`src/rtl/enemy_pkg.sv`:
```
// Shared definitions for the enemy blocks: position field widths, the dead-enemy
// position code and the row phase encodings.
package enemy_pkg;
   localparam int X_W   = 10;
   localparam int Y_W   = 9;
   localparam int POS_W = X_W + Y_W;

   localparam logic [POS_W-1:0] NONE_POS = {POS_W{1'b1}};

   typedef enum logic [1:0] {
      PH_IDLE       = 2'b00,
      PH_MOVE_RIGHT = 2'b01,
      PH_MOVE_LEFT  = 2'b10,
      PH_DESCEND    = 2'b11
   } phase_t;
endpackage

```
`src/rtl/enemy_row_mover_if.sv`:
```
// Control and status bundle between the game sequencer (master) and one enemy row (slave).
interface enemy_row_mover_if
   import enemy_pkg::*;
#(
   parameter int N_ENEMY = 8
);
   // No valid/ready pairs here: i_Start, i_Tick and i_Kill are single-cycle pulses
   // sampled on the rising edge, i_Freeze is a level, and every o_* is a registered status.
   logic                       i_Start;
   logic                       i_Tick;
   logic                       i_Freeze;
   logic [N_ENEMY-1:0]         i_Kill;
   logic [POS_W*N_ENEMY-1:0]   o_EnemyPosition;
   logic [1:0]                 o_PhaseState;
   logic                       o_RowCleared;
   logic                       o_Landed;

   modport master (
      output i_Start, i_Tick, i_Freeze, i_Kill,
      input  o_EnemyPosition, o_PhaseState, o_RowCleared, o_Landed
   );

   modport slave (
      input  i_Start, i_Tick, i_Freeze, i_Kill,
      output o_EnemyPosition, o_PhaseState, o_RowCleared, o_Landed
   );
endinterface

```
`src/rtl/enemy_row_bounds.sv`:
```
// Horizontal extent of the living part of a row: min and max x over the alive mask.
module enemy_row_bounds
   import enemy_pkg::*;
#(
   parameter int N_ENEMY = 8
) (
   input  logic [N_ENEMY-1:0]     i_Alive,
   input  logic [X_W*N_ENEMY-1:0] i_X,
   output logic [X_W-1:0]         o_MinX,
   output logic [X_W-1:0]         o_MaxX
);

   // With nothing alive the result is min=all ones, max=0; callers never step an empty row.
   always_comb begin
      o_MinX = {X_W{1'b1}};
      o_MaxX = '0;
      for (int i = 0; i < N_ENEMY; i++) begin
         if (i_Alive[i]) begin
            if (i_X[X_W*i +: X_W] < o_MinX) o_MinX = i_X[X_W*i +: X_W];
            if (i_X[X_W*i +: X_W] > o_MaxX) o_MaxX = i_X[X_W*i +: X_W];
         end
      end
   end

endmodule

```
`src/rtl/enemy_row_mover.sv`:
```
// One row of enemies marching right/left, descending at the walls, with per-enemy kills.
module enemy_row_mover
   import enemy_pkg::*;
#(
   parameter int               N_ENEMY           = 8,
   parameter logic [Y_W-1:0]   VERTICAL_POSITION = 9'd168,
   parameter logic [X_W-1:0]   X_START           = 10'd100,
   parameter logic [X_W-1:0]   SPACING           = 10'd40,
   parameter logic [X_W-1:0]   STEP              = 10'd8,
   parameter logic [X_W-1:0]   X_MIN             = 10'd16,
   parameter logic [X_W-1:0]   X_MAX             = 10'd600,
   parameter logic [Y_W-1:0]   DESCEND_STEP      = 9'd16,
   parameter logic [Y_W-1:0]   Y_MAX             = 9'd400,
   parameter int               TICK_DIV          = 4,
   parameter logic [POS_W-1:0] NONE              = NONE_POS
) (
   input logic              i_Clk,
   input logic              i_Rst,
   enemy_row_mover_if.slave bus
);

   localparam int CNT_W = (TICK_DIV > 1) ? $clog2(TICK_DIV) : 1;
   localparam logic [CNT_W-1:0] CNT_LAST = CNT_W'(TICK_DIV - 1);

   logic [X_W*N_ENEMY-1:0]   r_x;
   logic [N_ENEMY-1:0]       r_alive;
   logic [Y_W-1:0]           r_y;
   logic [CNT_W-1:0]         r_cnt;
   phase_t                   r_state;
   logic                     r_ret_left;
   logic                     r_cleared;
   logic                     r_landed;
   logic [POS_W*N_ENEMY-1:0] r_pos;

   logic [X_W*N_ENEMY-1:0]   w_x_nxt;
   logic [N_ENEMY-1:0]       w_alive_nxt;
   logic [Y_W-1:0]           w_y_nxt;
   logic [CNT_W-1:0]         w_cnt_nxt;
   phase_t                   w_state_nxt;
   logic                     w_ret_left_nxt;
   logic                     w_cleared_nxt;
   logic                     w_landed_nxt;
   logic [POS_W*N_ENEMY-1:0] w_pos_nxt;

   logic [N_ENEMY-1:0] w_alive_post;
   logic [X_W-1:0]     w_min_x;
   logic [X_W-1:0]     w_max_x;
   logic               w_tick_en;
   logic               w_step;
   logic               w_wipe;
   logic               w_right_hit;
   logic               w_left_hit;
   logic [Y_W:0]       w_y_sum;
   logic [Y_W-1:0]     w_y_desc;

   // Wall checks look at enemies surviving this cycle's kills, not the registered mask.
   assign w_alive_post = r_alive & ~bus.i_Kill;

   enemy_row_bounds #(.N_ENEMY(N_ENEMY)) u_bounds (
      .i_Alive (w_alive_post),
      .i_X     (r_x),
      .o_MinX  (w_min_x),
      .o_MaxX  (w_max_x)
   );

   assign w_tick_en   = bus.i_Tick && !bus.i_Freeze && (r_state != PH_IDLE);
   assign w_step      = w_tick_en && (r_cnt == CNT_LAST);
   assign w_wipe      = (r_alive != '0) && (w_alive_post == '0);
   assign w_right_hit = ({1'b0, w_max_x} + {1'b0, STEP}) > {1'b0, X_MAX};
   assign w_left_hit  = w_min_x < (X_MIN + STEP);
   assign w_y_sum     = {1'b0, r_y} + {1'b0, DESCEND_STEP};
   assign w_y_desc    = (w_y_sum > {1'b0, Y_MAX}) ? Y_MAX : w_y_sum[Y_W-1:0];

   // State register: all sequential state, including the registered outputs.
   always_ff @(posedge i_Clk) begin
      if (!i_Rst) begin
         r_x        <= '0;
         r_alive    <= '0;
         r_y        <= VERTICAL_POSITION;
         r_cnt      <= '0;
         r_state    <= PH_IDLE;
         r_ret_left <= 1'b0;
         r_cleared  <= 1'b0;
         r_landed   <= 1'b0;
         r_pos      <= {N_ENEMY{NONE}};
      end else begin
         r_x        <= w_x_nxt;
         r_alive    <= w_alive_nxt;
         r_y        <= w_y_nxt;
         r_cnt      <= w_cnt_nxt;
         r_state    <= w_state_nxt;
         r_ret_left <= w_ret_left_nxt;
         r_cleared  <= w_cleared_nxt;
         r_landed   <= w_landed_nxt;
         r_pos      <= w_pos_nxt;
      end
   end

   // Next-state: start beats kills, kills beat the step; a wiping kill suppresses the step.
   always_comb begin
      w_x_nxt        = r_x;
      w_alive_nxt    = r_alive;
      w_y_nxt        = r_y;
      w_cnt_nxt      = r_cnt;
      w_state_nxt    = r_state;
      w_ret_left_nxt = r_ret_left;
      w_cleared_nxt  = r_cleared;
      if (bus.i_Start) begin
         w_alive_nxt    = '1;
         for (int i = 0; i < N_ENEMY; i++) begin
            w_x_nxt[X_W*i +: X_W] = X_START + X_W'(i) * SPACING;
         end
         w_y_nxt        = VERTICAL_POSITION;
         w_cnt_nxt      = '0;
         w_state_nxt    = PH_MOVE_RIGHT;
         w_ret_left_nxt = 1'b0;
         w_cleared_nxt  = 1'b0;
      end else if (w_wipe) begin
         w_alive_nxt   = '0;
         w_state_nxt   = PH_IDLE;
         w_cleared_nxt = 1'b1;
      end else begin
         w_alive_nxt = w_alive_post;
         if (w_tick_en) w_cnt_nxt = w_step ? '0 : r_cnt + 1'b1;
         if (w_step) begin
            // Dead enemies move too, so the formation stays rigid.
            case (r_state)
               PH_MOVE_RIGHT: begin
                  if (w_right_hit) begin
                     w_state_nxt    = PH_DESCEND;
                     w_ret_left_nxt = 1'b1;
                  end else begin
                     for (int i = 0; i < N_ENEMY; i++) w_x_nxt[X_W*i +: X_W] = r_x[X_W*i +: X_W] + STEP;
                  end
               end
               PH_MOVE_LEFT: begin
                  if (w_left_hit) begin
                     w_state_nxt    = PH_DESCEND;
                     w_ret_left_nxt = 1'b0;
                  end else begin
                     for (int i = 0; i < N_ENEMY; i++) w_x_nxt[X_W*i +: X_W] = r_x[X_W*i +: X_W] - STEP;
                  end
               end
               PH_DESCEND: begin
                  w_y_nxt     = w_y_desc;
                  w_state_nxt = r_ret_left ? PH_MOVE_LEFT : PH_MOVE_RIGHT;
               end
               default: ;
            endcase
         end
      end
   end

   // Output decode from next-state values so the registered outputs track state without lag.
   always_comb begin
      w_pos_nxt = '0;
      for (int i = 0; i < N_ENEMY; i++) begin
         w_pos_nxt[POS_W*i +: POS_W] = w_alive_nxt[i] ? {w_x_nxt[X_W*i +: X_W], w_y_nxt} : NONE;
      end
      w_landed_nxt = (w_y_nxt == Y_MAX) && (w_alive_nxt != '0);
   end

   assign bus.o_EnemyPosition = r_pos;
   assign bus.o_PhaseState    = r_state;
   assign bus.o_RowCleared    = r_cleared;
   assign bus.o_Landed        = r_landed;

endmodule

```
`src/flat_wrapper.sv`:
```
// flat-port wrapper written by rule: the top's interface ports become plain ports
module enemy_row_mover_flat import enemy_pkg::*;
#(
   parameter int               N_ENEMY           = 8,
   parameter logic [Y_W-1:0]   VERTICAL_POSITION = 9'd168,
   parameter logic [X_W-1:0]   X_START           = 10'd100,
   parameter logic [X_W-1:0]   SPACING           = 10'd40,
   parameter logic [X_W-1:0]   STEP              = 10'd8,
   parameter logic [X_W-1:0]   X_MIN             = 10'd16,
   parameter logic [X_W-1:0]   X_MAX             = 10'd600,
   parameter logic [Y_W-1:0]   DESCEND_STEP      = 9'd16,
   parameter logic [Y_W-1:0]   Y_MAX             = 9'd400,
   parameter int               TICK_DIV          = 4,
   parameter logic [POS_W-1:0] NONE              = NONE_POS
)
  (i_Clk, i_Rst, bus_i_Start, bus_i_Tick, bus_i_Freeze, bus_i_Kill, bus_o_EnemyPosition, bus_o_PhaseState, bus_o_RowCleared, bus_o_Landed);
  enemy_row_mover_if #(.N_ENEMY(N_ENEMY)) bus_i ();
  input logic i_Clk;
  input logic i_Rst;
  input wire logic [$bits(bus_i.i_Start)-1:0] bus_i_Start;
  input wire logic [$bits(bus_i.i_Tick)-1:0] bus_i_Tick;
  input wire logic [$bits(bus_i.i_Freeze)-1:0] bus_i_Freeze;
  input wire logic [$bits(bus_i.i_Kill)-1:0] bus_i_Kill;
  output wire logic [$bits(bus_i.o_EnemyPosition)-1:0] bus_o_EnemyPosition;
  output wire logic [$bits(bus_i.o_PhaseState)-1:0] bus_o_PhaseState;
  output wire logic [$bits(bus_i.o_RowCleared)-1:0] bus_o_RowCleared;
  output wire logic [$bits(bus_i.o_Landed)-1:0] bus_o_Landed;
  assign bus_i.i_Start = bus_i_Start;
  assign bus_i.i_Tick = bus_i_Tick;
  assign bus_i.i_Freeze = bus_i_Freeze;
  assign bus_i.i_Kill = bus_i_Kill;
  assign bus_o_EnemyPosition = bus_i.o_EnemyPosition;
  assign bus_o_PhaseState = bus_i.o_PhaseState;
  assign bus_o_RowCleared = bus_i.o_RowCleared;
  assign bus_o_Landed = bus_i.o_Landed;
  enemy_row_mover #(.N_ENEMY(N_ENEMY), .VERTICAL_POSITION(VERTICAL_POSITION), .X_START(X_START), .SPACING(SPACING), .STEP(STEP), .X_MIN(X_MIN), .X_MAX(X_MAX), .DESCEND_STEP(DESCEND_STEP), .Y_MAX(Y_MAX), .TICK_DIV(TICK_DIV), .NONE(NONE)) u_core (.i_Clk(i_Clk), .i_Rst(i_Rst), .bus(bus_i));
endmodule
```
`config.mk`:
```
export PLATFORM = sky130hd
export DESIGN_NAME = enemy_row_mover_flat
export DESIGN_NICKNAME = d
export VERILOG_FILES = /design/src/rtl/enemy_pkg.sv /design/src/rtl/enemy_row_mover_if.sv /design/src/rtl/enemy_row_bounds.sv /design/src/rtl/enemy_row_mover.sv /design/src/flat_wrapper.sv
export SDC_FILE = /design/constraint.sdc
export NUM_CORES = 1
export LEC_CHECK = 0
export ABC_AREA = 1
export CAP_MARGIN = 0
export CELL_PAD_IN_SITES_DETAIL_PLACEMENT = 1
export CELL_PAD_IN_SITES_GLOBAL_PLACEMENT = 2
export CORE_MARGIN = 10
export CORE_UTILIZATION = 39
export DETAILED_ROUTE_END_ITERATION = 10
export DONT_BUFFER_PORTS = 1
export PLACE_DENSITY = 0.87
export SKIP_LAST_GASP = 1
export SLEW_MARGIN = 40
export SYNTH_ARGS = -nofsm -noshare
export SYNTH_HDL_FRONTEND = slang
export SYNTH_SLANG_ARGS = --single-unit
```
`constraint.sdc`:
```
create_clock -name i_Clk -period 42.3 [get_ports i_Clk]
set_clock_uncertainty 0.2 [all_clocks]
set_input_delay 8.46 -clock i_Clk [delete_from_list [all_inputs] [get_ports i_Clk]]
set_output_delay 8.46 -clock i_Clk [all_outputs]
set_load 0.02 [all_outputs]
```
== Yosys cells after proc, flatten, opt, wreduce, memory -nomap -nowiden ==
Index checks and enable logic that the tools add are counted.
Operators by class
  add/sub/neg operators: 19
  order comparisons: 19
  eq/ne operators: 9
  muxes and demuxes: 56
  bitwise logic cells: 4
  reduce and logical (&&, ||, !) cells: 28
Operators with widths (count)
  $mux W80: 5
  $mux W10: 32
  $pmux W80 S2: 1
  $add A10 B4 Y10 const B: 8
  $sub A10 B4 Y10 const B: 8
  $gt A10 B10 Y1: 7
  $lt A10 B10 Y1: 7
  $mux W9: 5
  $reduce_and A2 Y1: 9
  $mux W8: 2
  $reduce_bool A8 Y1: 2
  $add A10 B4 Y11 const B: 1
  $gt A11 B10 Y1 const B: 1
  $add A9 B5 Y10 const B: 1
  $gt A10 B1 Y1 const B: 1
  $gt A10 B9 Y1 const B: 1
  $lt A10 B10 Y1 const B: 1
  $lt A10 B5 Y1 const B: 1
  $eq A9 B9 Y1 const B: 1
  $and A8 B8 Y8: 1
  $logic_not A8 Y1: 1
  $mux W2: 4
  $ne A4 B2 Y1 const B: 2
  $not A8 Y8: 1
  17 further kinds: 32
Storage, ports and cells
  register bits: 256
  output and inout port bits: 156

== Logic depth before layout (Yosys ltp) ==
  depth after elaboration: 31
  depth in mapped cells: 122
  mapped depth without buffers: 111

== Hierarchy ==
A second synthesis with hierarchy kept.
Second synthesis, totals
  cell total of the unflattened synthesis: 2444
  area, all modules: 16280.6 um2
By module, submodules not included
  enemy_row_mover: instances 1, cells an instance 1522, area an instance 10990.5 um2, sequential area each 5124.9 um2
  enemy_row_bounds: instances 1, cells an instance 922, area an instance 5290.1 um2, sequential area each 0.0 um2

== Worst setup path after synthesis ==
No wires, ideal clock.
  kind: input-to-reg
  from: input port bus_i_Kill[0]
  to: register u_core.r_pos[18], in the netlist u_core.bus.o_EnemyPosition[18]
  arrival time: 19642 ps
  setup slack: 22326 ps
  stages: 91
  cells stage by stage: inv_1 -> nand2_2 -> buf_6 -> nor2_1 -> ha_1 -> o21ai_1 -> nand2_1 -> nand2_1 -> a21boi_1 -> o21ai_0 -> nand2_1 -> nand2_1 -> nand2_1 -> nand2_1 -> nand2_1 -> nand2_1 -> nand2_1 -> a21oi_1 -> [... 55 more ...] -> inv_1 -> ha_1 -> a21oi_1 -> nor2_1 -> a211oi_1 -> o221ai_1 -> nor2_1 -> nand2_1 -> nand2_1 -> nand2_1 -> nand2_1 -> buf_2 -> clkbuf_1 -> nand2_1 -> o21ai_1 -> o21ai_0 -> o21bai_1 -> nand2_1
Between the ends
  cells in the longest elaborated chain, start to end: 31
  elaborated cells on any way between the ends: 60
  classes of those cells: add/sub: 1; order compare: 16; mux: 38; bitwise: 2; reduce/logical: 3
Ends and longest elaborated chain
  start, declared: line flat_wrapper.sv:23  | input wire logic [$bits(bus_i.i_Kill)-1:0] bus_i_Kill;
  $not A8 Y8 (*): line enemy_row_mover.sv:57  | assign w_alive_post = r_alive & ~bus.i_Kill;
  $and A8 B8 Y8 (*): line enemy_row_mover.sv:57
  $mux W10: line enemy_row_bounds.sv:18  | if (i_Alive[i]) begin
  $gt A10 B10 Y1: line enemy_row_bounds.sv:20  | if (i_X[X_W*i +: X_W] > o_MaxX) o_MaxX = i_X[X_W*i +: X_W];
  $mux W10: line enemy_row_bounds.sv:20
  $mux W10: line enemy_row_bounds.sv:18
  $gt A10 B10 Y1: line enemy_row_bounds.sv:20
  $mux W10: line enemy_row_bounds.sv:20
  [... 15 more ...]
  $mux W10: line enemy_row_bounds.sv:18
  $add A10 B4 Y11: line enemy_row_mover.sv:69  | assign w_right_hit = ({1'b0, w_max_x} + {1'b0, STEP}) > {1'b0, X_MAX};
  $gt A11 B10 Y1: line enemy_row_mover.sv:69
  $mux W80: line enemy_row_mover.sv:129  | if (w_right_hit) begin
  $pmux W80 S2: line enemy_row_mover.sv:127  | case (r_state)
  $mux W80: line enemy_row_mover.sv:125  | if (w_step) begin
  $mux W80: line enemy_row_mover.sv:118  | end else if (w_wipe) begin
  $mux W80: line enemy_row_mover.sv:108  | if (bus.i_Start) begin
  end signal, assigned: line enemy_row_mover.sv:85  | r_pos <= {N_ENEMY{NONE}};
  end signal, assigned: line enemy_row_mover.sv:95  | r_pos <= w_pos_nxt;
  end, declared: line enemy_row_mover.sv:33  | logic [POS_W*N_ENEMY-1:0] r_pos;
Mark *: on every way between the ends. The rest lies on a longest branch, timed or not.
A chain may end at the register's enable or synchronous reset.

== Worst setup path after layout ==
  from: input port bus_i_Kill[0]
  to: register u_core.r_pos[127], in the netlist u_core.bus.o_EnemyPosition[127]
Same word-level chain as after synthesis.

==> impl_metrics.toml <==
[floorplan]
die_h_um = 227
die-area_um2 = 51800
core_area_um2 = 42200
start_util_pct = 39.8
die_w_um = 227
ios = 169
rows = 75

[outcome]
status = "finished clean"

[cts]
clkLatencyLatePin_ns = 0.60
cts_resized = 0
htree_levels = 1
cts_buffer_depth = 3
hold_buffers = 0
post_cts_buffers = 0
cts_tree = "yes"
cts_made_buffers = 29
cts.sinks = 256
root_buffer = "clkbuf_16"
clkSlewWorstSetupHoldPaths_ns = 0.05

[routing]
dr_total_vias = 16054
drc = 0
drt_pass1_iterations = 5
first_iter_violations = 1070
detail_route.wl_per_cell_um = 23.0
detail-route-antenna-nets = 0
viasPerCell = 5.55
routed_wl_um = 66500

[power]
p_per_area_nw_per_um2 = 39.2
p_leak_uw = 0.00845
peakVddDrop_v = 0.0000324

[worst_setup_path]
crit_slowest_cell = "nand2_1"
startpoint = "bus_i_Kill[0]"
cp_common_cell = "nand2_1"
end_kind = "register"
cp-start-kind = "input pin"
critical_path_required_ns = 42.52
critPathArrivalTime_ns = 22.92
path_class = "input pin to register"
path_max_fanout = 79
reg2reg_from = "u_core.r_alive[0]"
max_stage_delay_ns = 0.73

[flow_run]
drv_cap = 0

[placement]
dp_slack_ns = 19.17
io_buffers = 0
placed_cell_area_um2 = 16800
gp_congestion = 0.932
hpwl_um = 48200

[yosys]
synth_area_um2 = 16800
synth-edff-count = 0
yosysSeqAreaShare_pct = 30.5
synthTopCellsByCount = "nand2_1 (633), dfxtp_1 (256), inv_1 (205)"
syn_nets = 2550
yosysTopAreaCellShare_pct = 30.5
dominantRegCellSynth = "dfxtp_1"
ys_ff_latch = 256
synth_most_common_cell = "nand2_1"
synth_cell_types = 54
syn_area_per_cell_um2 = 7.02
synth.area.top_cells = "dfxtp_1 (31%), nand2_1 (14%), ha_1 (11%)"
yosysTopAreaCell = "dfxtp_1"
ys.warnings.count = 0
synthArstFlopShare_pct = 0
synthCells = 2391

[final_layout]
syn_to_final_growth_pct = 5.40
drive_above_1_share_pct = 8.70
nNetsFinal = 2493
postLayoutCoreUtil_pct = 41.9
final_cell_area_um2 = 17700

[worst_hold_path]
hold_path.class = "register to register"
hold_start = "u_core.r_x[0]"

[timing]
setup_violations = 0
tns_ns = 0
rsz0062_at_grt = "no"
finalHoldViolCount = 0
drv_slew = 0
period_needed_ns = 22.70
relSlewSlack_pct = 42.5
worstMarginPinSlew_ns = 0.862
fin_crit_sh_pct = 53.7
fmax_mhz = 44.1
worst_slack_ns = 19.60

[global_routing]
grt_pass1_wl_um = 100000
antenna_found_initial = 0
grt_max_degree = 80
first_global_vias = 16512
grt_usage_pct = 25.3
grt_overflow = 0
power breakdown:
part	total, µW	switching, µW	internal (µW)
clock network	251	109	142
logic	171	120	51.1
registers	272	20.9	251
total	694	249	445
placed cells by master, fill, tap and decap left out, drive strengths merged, types with 26 or more instances in the layout:
| cell | Yosys | routed |
|---|---|---|
| nand3 | 198 | 198 |
| ha | 146 | 146 |
| buf | 87 | 34 |
| clkbuf | 25 | 41 |
| xor2 | 52 | 52 |
| a21oi | 126 | 126 |
| dfxtp | 256 | 256 |
| nand2 | 680 | 680 |
| inv | 227 | 229 |
| o21ai | 220 | 220 |
| nand4 | 26 | 26 |
| nor2 | 208 | 208 |
per-stage QoR:
step	total power [µW]	cells	hold WS [ns]
2_1_floorplan	402	2391	0.231
3_3_place_gp	440	2842	0.244
3_5_place_dp	447	2842	0.253
4_1_cts	698	2894	0.263
5_1_grt	729	2894	0.307
6_report	694	2895	0.269
path summary, 6_finish.rpt:
| check | to | cells after the start | slack, ns |
|---|---|---|---|
| setup / recovery | u_core.bus.o_EnemyPosition[127] | 77 | 19.60 |
| hold / removal | u_core.r_x[0] | 2 | 0.27 |
| setup reg to reg | u_core.bus.o_EnemyPosition[127] | 76 | 27.03 |
| hold reg to reg | u_core.r_x[0] | 2 | 0.27 |
routing by layer:
metal | up-vias | wire length (µm) | GRT usage [%]
li1 | 7665 | - | -
met1 | 7840 | 27900 | 31.3
met2 | 437 | 32000 | 43.2
met3 | 112 | 3960 | 3.95
met4 | 0 | 2600 | 9.57
met5 | - | 0 | 0
logic make-up (layout without fill, tap and decap cells):
group	count (synthesis)	count (layout)	synth area share [%]
AOI/OAI and AO/OA	404	404	13.1
xor gates and xnor gates	64	64	3.34
adders and majority gates	146	146	10.9
buffers and inverters	359	323	11.4
DFF	256	256	30.5
other	0	1	0
and+or+nand+nor	1162	1162	30.7
final cells by class:
cell class | instances | area, µm²
Inverter | 237 | 893
Tap cell | 539 | 674
Timing Repair Buffer | 34 | 255
Antenna cell | 1 | 2.50
Multi-Input combinational cell | 1776 | 9810
Clock buffer | 41 | 821
Fill cell | 5457 | 24500
Sequential cell | 256 | 5120
Clock inverter | 11 | 115
sequential cells by signal, indices dropped and copies added, names as in the netlist:
name	flops
u_core.bus.o_Landed	1
u_core.r_cnt	2
u_core.r_y	9
u_core.bus.o_PhaseState	2
u_core.bus.o_RowCleared	1
u_core.r_alive	8
u_core.r_ret_left	1
u_core.r_x	80
u_core.bus.o_EnemyPosition	152
worst max-delay path: cells and delay by family:
family / cells / cell delay [ns]
fa+ha+maj: 7 / 2.11
buf+inv: 3 / 0.34
compound gates: 28 / 5.39
simple gates: 39 / 6.56
(Power assumes the default switching activity.)
